<file path="src/rtl/obj_gfx_fetch.sv">
// Object graphics fetch: takes the object character address each slice, reads three
// bitplanes from graphics ROM over req/ack, and shifts them out as 3-bit QBUS pixels.
module obj_gfx_fetch #(
  parameter int unsigned ROM_AW = 13,
  parameter int unsigned MISS_W = 8
) (
  input  logic              clkm_48MHZ,
  input  logic              reset,
  input  logic              pix_ce,
  input  logic              slice_ld,
  input  logic [12:0]       OBJ_CHA,
  input  logic              OBJ_CINV,
  input  logic              INRANG,
  output logic [ROM_AW-1:0] rom_addr,
  output logic              rom_req,
  input  logic              rom_ack,
  input  logic [23:0]       rom_data,
  output logic [2:0]        QBUS,
  output logic              busy,
  output logic [MISS_W-1:0] miss_cnt
);

  typedef enum logic [1:0] {S_IDLE, S_REQ, S_STALE} state_t;

  state_t              state_q, state_d;
  logic                pend_q, pend_d;
  logic [ROM_AW-1:0]   nxt_cha_q, nxt_cha_d;
  logic                nxt_cinv_q, nxt_cinv_d;
  logic                nxt_inrang_q, nxt_inrang_d;
  logic [23:0]         stage_q, stage_d;
  logic                stage_valid_q, stage_valid_d;
  logic [23:0]         sh_q, sh_d;
  logic                sh_cinv_q, sh_cinv_d;
  logic [2:0]          qbus_q, qbus_d;
  logic                req_q, req_d;
  logic [ROM_AW-1:0]   addr_q, addr_d;
  logic [MISS_W-1:0]   miss_q, miss_d;

  logic b, ack, bypass;

  function automatic logic [23:0] shift_planes(input logic [23:0] s, input logic lsb_first);
    if (lsb_first) return {1'b0, s[23:17], 1'b0, s[15:9], 1'b0, s[7:1]};
    else           return {s[22:16], 1'b0, s[14:8], 1'b0, s[6:0], 1'b0};
  endfunction

  function automatic logic [2:0] pixel_of(input logic [23:0] s, input logic lsb_first);
    if (lsb_first) return {s[16], s[8], s[0]};
    else           return {s[23], s[15], s[7]};
  endfunction

  always_comb begin
    state_d       = state_q;
    pend_d        = pend_q;
    nxt_cha_d     = nxt_cha_q;
    nxt_cinv_d    = nxt_cinv_q;
    nxt_inrang_d  = nxt_inrang_q;
    stage_d       = stage_q;
    stage_valid_d = stage_valid_q;
    sh_d          = sh_q;
    sh_cinv_d     = sh_cinv_q;
    qbus_d        = qbus_q;
    req_d         = req_q;
    addr_d        = addr_q;
    miss_d        = miss_q;

    b      = pix_ce & slice_ld;
    ack    = rom_ack & req_q;
    bypass = b & ack & (state_q == S_REQ);

    if (b) begin
      nxt_cha_d     = OBJ_CHA[ROM_AW-1:0];
      nxt_cinv_d    = OBJ_CINV;
      nxt_inrang_d  = INRANG;
      stage_valid_d = 1'b0;
      sh_cinv_d     = nxt_cinv_q;
      if (bypass)             sh_d = rom_data;
      else if (stage_valid_q) sh_d = stage_q;
      else                    sh_d = '0;
      if (nxt_inrang_q && !stage_valid_q && !bypass && (miss_q != '1))
        miss_d = miss_q + MISS_W'(1);
    end else if (pix_ce) begin
      sh_d = shift_planes(sh_q, sh_cinv_q);
    end
    if (pix_ce) qbus_d = pixel_of(sh_d, sh_cinv_d);

    // A request whose slice boundary has passed is always completed, never aborted;
    // the newest slice waits in nxt_* with pend set and is issued from IDLE.
    case (state_q)
      S_IDLE: begin
        if (b) begin
          pend_d = 1'b0;
          if (INRANG) begin
            req_d   = 1'b1;
            addr_d  = OBJ_CHA[ROM_AW-1:0];
            state_d = S_REQ;
          end
        end else if (pend_q) begin
          pend_d  = 1'b0;
          req_d   = 1'b1;
          addr_d  = nxt_cha_q;
          state_d = S_REQ;
        end
      end
      S_REQ: begin
        if (ack) begin
          req_d   = 1'b0;
          state_d = S_IDLE;
          if (b) begin
            pend_d = INRANG;
          end else begin
            stage_d       = rom_data;
            stage_valid_d = 1'b1;
          end
        end else if (b) begin
          pend_d  = INRANG;
          state_d = S_STALE;
        end
      end
      S_STALE: begin
        if (b) pend_d = INRANG;
        if (ack) begin
          req_d   = 1'b0;
          state_d = S_IDLE;
        end
      end
      default: state_d = S_IDLE;
    endcase
  end

  always_ff @(posedge clkm_48MHZ or posedge reset) begin
    if (reset) begin
      state_q       <= S_IDLE;
      pend_q        <= 1'b0;
      nxt_cha_q     <= '0;
      nxt_cinv_q    <= 1'b0;
      nxt_inrang_q  <= 1'b0;
      stage_q       <= '0;
      stage_valid_q <= 1'b0;
      sh_q          <= '0;
      sh_cinv_q     <= 1'b0;
      qbus_q        <= '0;
      req_q         <= 1'b0;
      addr_q        <= '0;
      miss_q        <= '0;
    end else begin
      state_q       <= state_d;
      pend_q        <= pend_d;
      nxt_cha_q     <= nxt_cha_d;
      nxt_cinv_q    <= nxt_cinv_d;
      nxt_inrang_q  <= nxt_inrang_d;
      stage_q       <= stage_d;
      stage_valid_q <= stage_valid_d;
      sh_q          <= sh_d;
      sh_cinv_q     <= sh_cinv_d;
      qbus_q        <= qbus_d;
      req_q         <= req_d;
      addr_q        <= addr_d;
      miss_q        <= miss_d;
    end
  end

  assign rom_addr = addr_q;
  assign rom_req  = req_q;
  assign busy     = req_q;
  assign QBUS     = qbus_q;
  assign miss_cnt = miss_q;

endmodule

</file>
<file path="config.mk">
export PLATFORM = sky130hd
export DESIGN_NAME = obj_gfx_fetch
export DESIGN_NICKNAME = d
export VERILOG_FILES = /design/src/rtl/obj_gfx_fetch.sv
export SDC_FILE = /design/constraint.sdc
export NUM_CORES = 1
export LEC_CHECK = 0
export ABC_AREA = 1
export CAP_MARGIN = 10
export CORE_ASPECT_RATIO = 1.2
export CORE_MARGIN = 4
export CORE_UTILIZATION = 45
export DETAILED_ROUTE_END_ITERATION = 12
export PLACE_DENSITY = 0.71
export REMOVE_ABC_BUFFERS = 1
export SLEW_MARGIN = 20
export SYNTH_ARGS = -nofsm -noshare
export SYNTH_HDL_FRONTEND = slang
export SYNTH_SLANG_ARGS = --single-unit
</file>
<file path="constraint.sdc">
create_clock -name clkm_48MHZ -period 3.2 [get_ports clkm_48MHZ]
set_input_delay 0.64 -clock clkm_48MHZ [delete_from_list [all_inputs] [get_ports clkm_48MHZ]]
set_output_delay 0.64 -clock clkm_48MHZ [all_outputs]
set_load 0.03 [all_outputs]
</file>
==> summary.md <==
Yosys printed 0 warnings. IR analysis of the VDD net gives a maximum drop of 0.362 mV. After clock tree synthesis, the clock-pin slew on the worst setup and hold paths is 0.07 ns. Derived from the worst setup path, the maximum achievable clock frequency is 419 MHz. The final route contains 3804 vias. Floorplan die width: 100 um.

The synthesized design spends more area on one cell type than any other, namely dfrtp_1. The worst flop-to-flop path endpoint is sh_q[5]. In this run the static leakage power is 2.73 nW.

The number of cells on the worst hold path is 2, and the standard cell area after detailed placement is 0.00536 sq mm. Routability-driven placement finished with a final weighted congestion of 0.837. After detailed routing, the number of remaining DRC violations is 0. The run gives 0.34 ns as the clock latency on the worst-skew pair.

In the final layout, flip-flops and latches occupy 0.00233 sq mm. The run finished with clean final reports. The switching power is 0.00153 W, and the initial antenna violation count is 0. The detail-routed via count per cell works out to 5.18. Across every metal layer, demand over resource in global routing totals 19.3%.

Capture endpoint of the worst hold path: nxt_cha_q[4]. By area the synthesized netlist is led by dfrtp_1 51%, nand2_1 15%, o21ai_0 5.9%, mux2_4 5.2%, nand3_1 3.9%. The finished cells cover 0.00570 sq mm. Counting cells, the worst reg-to-reg path comes to 9. For the internal power, the log shows 0.00291 W. Counting flops with an async set or reset pin after synthesis yields a share of 100%. After global routing the overflow that remains totals 0. Of the synthesized area, sequential elements account for 50.6%. In this run, placement finished with an instance count of 719. For the minimum setup slack among reg-to-reg paths, the log shows 1.19 ns.

After synthesis the netlist holds a flip-flop and latch count of 93. Pin placement for this block handled 70 I/O pins. The vertical die dimension works out to 119 um. The tools report the number of instances resized during post-cts repair as 0.

After floorplanning, the core was sized to cover 0.0100 sq mm. The worst setup path is captured at a flop. The top cell type's share of synthesized area was 50.6%; the share of power burned in registers was 40.9%. The critical path is of the in2reg type. Of the total power, the share spent switching nets is 34.4%. Timing analysis after detailed placement gives a worst setup slack of 0.449 ns.

The number of hold buffers added after CTS was 0. In this run the post-CTS setup repair buffer count came out at 0. Clock skew on the completed layout was measured at 0.00446 ns. The multi-input combinational cells in the finished layout cover a total of 0.00193 sq mm. The logs give 32.4% for the part of the power in combinational logic and 45.9% for the starting density of the core.

The first detailed-routing pass took 4 iterations. Path class of the lowest-slack min-delay path: reg2reg. For the number of distinct standard cells referenced by the synthesized netlist, the log shows 32. The H-tree was split into 3 levels. The synthesized design contains 0 enable-type register cells. Data arrives at the worst endpoint at 2.67 ns. Once detailed placement completed, the half-perimeter wirelength came to 7270 um. TritonCTS built the clock tree. The die covers 0.0119 sq mm. The total of fill cells in the finished design is 917, and the final worst hold slack is 0.479 ns. The tools report the critical register-to-register path startpoint as state_q[1]. The first global-routing pass estimated 18600 um of wire.

Counting the buffers created by CTS gives 9. Of the available clock period, the critical path in the final layout requires 74.6%. Headroom to the max-slew limit came out at 35.4%. Across the run, the number of max-cap violations was 0.

The initialized floorplan defines 40 standard-cell rows. The run gives 0 as the number of hold violations in the final report. The most instantiated flip-flop cell in the synthesis netlist was dfrtp_1. After detailed routing, the total wire length is 10800 um. The proportion of layout cells with a drive suffix above 1 is 8.87%, and the aggregate negative setup slack is 0 ns. The worst setup path is launched from an input pin. Data on the critical path is required at its endpoint by 3.48 ns. The time the final worst path needs with I/O delays and setup came out at 2.39 ns. Synthesis produced a netlist whose cell count is 545. In the post-route analysis, the smallest setup slack over all paths is 0.813 ns. Each instance of the synthesized netlist takes up on average 8.43 sq um. Setup violations remaining at the end of the flow were counted as 0.

Post-synthesis to final-layout area growth: 23.9%. No sink is reached through more buffers than the 2 on the longest clock path. The post-route antenna net violation count is 0. The synthesized area is 0.00460 sq mm, and the final max-slew violation count is 0. Clock tree synthesis selected as its root buffer the cell clkbuf_16. The number of global-route vias before repair is 3931. The number of nets in the finished design was 652. The tools report the hold path startpoint as nxt_cha_q[4]. 0 antenna diodes ended up in the layout. The slew of the pin with the lowest slew margin was 0.969 ns. Final cell count without fillers: 735. Setup repair after global routing left no endpoint under its margin.

The detailed router finished its first iteration with 163 violations. After detailed routing, the average wire length per cell comes to 14.7 um. The total number of clock tree sinks came out at 93.

Along the worst path, the maximum fanout reaches 28. Total power divided by cell area: 780 mW/mm^2. Entering global routing, the biggest net connects 36 pins. The clock network accounts for 26.7% of the total power. Input and output buffers added on the ports amount to 69.
[synth_stat cells, types with 7 or more instances]
cell        n
a21oi_1    35
buf_2       9
clkbuf_1   10
dfrtp_1    93
inv_1      38
mux2_4     16
nand2_1   182
nand3_1    36
nand4_1     7
nor2_1      8
o21ai_0    54
o21ai_1    12
[metrics by stage]
| stage | utilization, % | total power [W] |
|---|---|---|
| floorplan | - | 0.00272 |
| global placement | 53.6 | 0.00323 |
| detailed placement | 53.6 | 0.00327 |
| CTS | 56.9 | 0.00447 |
| global route | 56.9 | 0.00472 |
| finish | 56.9 | 0.00444 |
[registers in the layout (all words and copies together), names as in the netlist]
| signal | flops |
|---|---|
| sh_q | 24 |
| stage_q | 24 |
| nxt_cha_q | 13 |
| rom_addr | 13 |
| miss_cnt | 8 |
| QBUS | 3 |
| state_q | 2 |
| busy | 1 |
| nxt_cinv_q | 1 |
| nxt_inrang_q | 1 |
| pend_q | 1 |
| sh_cinv_q | 1 |
| stage_valid_q | 1 |
[area by class of cell]
cell class	count	share of cell area [%]
flip-flops and latches	93	40.9
well taps	126	2.77
clock inverters	5	1.43
inverters	41	2.72
multi-input cells	380	33.9
repair buffers	79	13.9
clock buffers	11	4.44
[worst max path at each step]
stage / from / to / slack (ns) / depth (start not counted)
2_1_floorplan: reset / QBUS[0] / 0.14 / 1
3_3_place_gp: slice_ld / miss_cnt[5] / 0.55 / 8
3_5_place_dp: slice_ld / rom_addr[4] / 0.45 / 9
4_1_cts: slice_ld / rom_addr[4] / 0.81 / 9
5_1_grt: slice_ld / rom_addr[3] / 0.56 / 9
6_report: slice_ld / rom_addr[4] / 0.81 / 9
[power groups by stage]
stage	registers [W]	logic (W)	clock network, W
after CTS	0.00182	0.00146	0.00120
final	0.00182	0.00144	0.00118
after detailed placement	0.00183	0.00145	0
after global routing	0.00187	0.00161	0.00124
after floorplan	0.00198	0.000738	0
after global placement	0.00181	0.00141	0
[routing by layer]
metal	share of wire (%)	vias up	track usage, %
met5	0	-	0
met4	1.2	0	6.66
met3	4.5	11	3.72
met2	50	87	31.8
met1	45	1819	25.2
li1	-	1887	-
[cells in the final DEF, fill, tap and decap left out]
cell type / instances
nand2_1: 182
buf_12: 2
nand2_2: 3
nand3b_1: 2
dfrtp_1: 93
buf_4: 8
a21oi_1: 35
nor2_2: 2
o22ai_1: 2
nand4_1: 7
clkdlybuf4s50_1: 69
mux2_2: 1
clkbuf_16: 9
clkbuf_8: 2
ha_1: 4
inv_2: 2
o21ai_1: 12
mux2_4: 16
nor2_1: 8
nor2_4: 1
nor3_1: 3
o211ai_1: 2
clkinv_1: 1
clkinvlp_4: 1
o21ai_0: 54
xor2_1: 3
a21boi_0: 3
nand3_1: 36
inv_1: 37
o21a_1: 1
bufinv_16: 2
nand2_4: 1
nand3_2: 1
inv_6: 1
clkinv_2: 2
xnor2_1: 1
[cell families (layout without fill, tap and decap cells)]
family,Yosys count,after routing,synth area share (%)
xor+xnor,4,4,0.762
flops,93,93,50.6
simple gates,246,246,22.4
buf+inv,72,136,7.35
fa+ha+maj,4,4,1.09
compound gates,109,109,12.3
mux,17,17,5.47
[critical path: stages]
cell	delay, ns
clkdlybuf4s50_1	0.64
nand2_4	0.25
inv_2	0.26
nand2_1	0.10
nand2_1	0.11
nand2_2	0.21
inv_2	0.26
nand2_1	0.10
nand2_1	0.07
No activity file was read; power rests on OpenSTA's default activity.
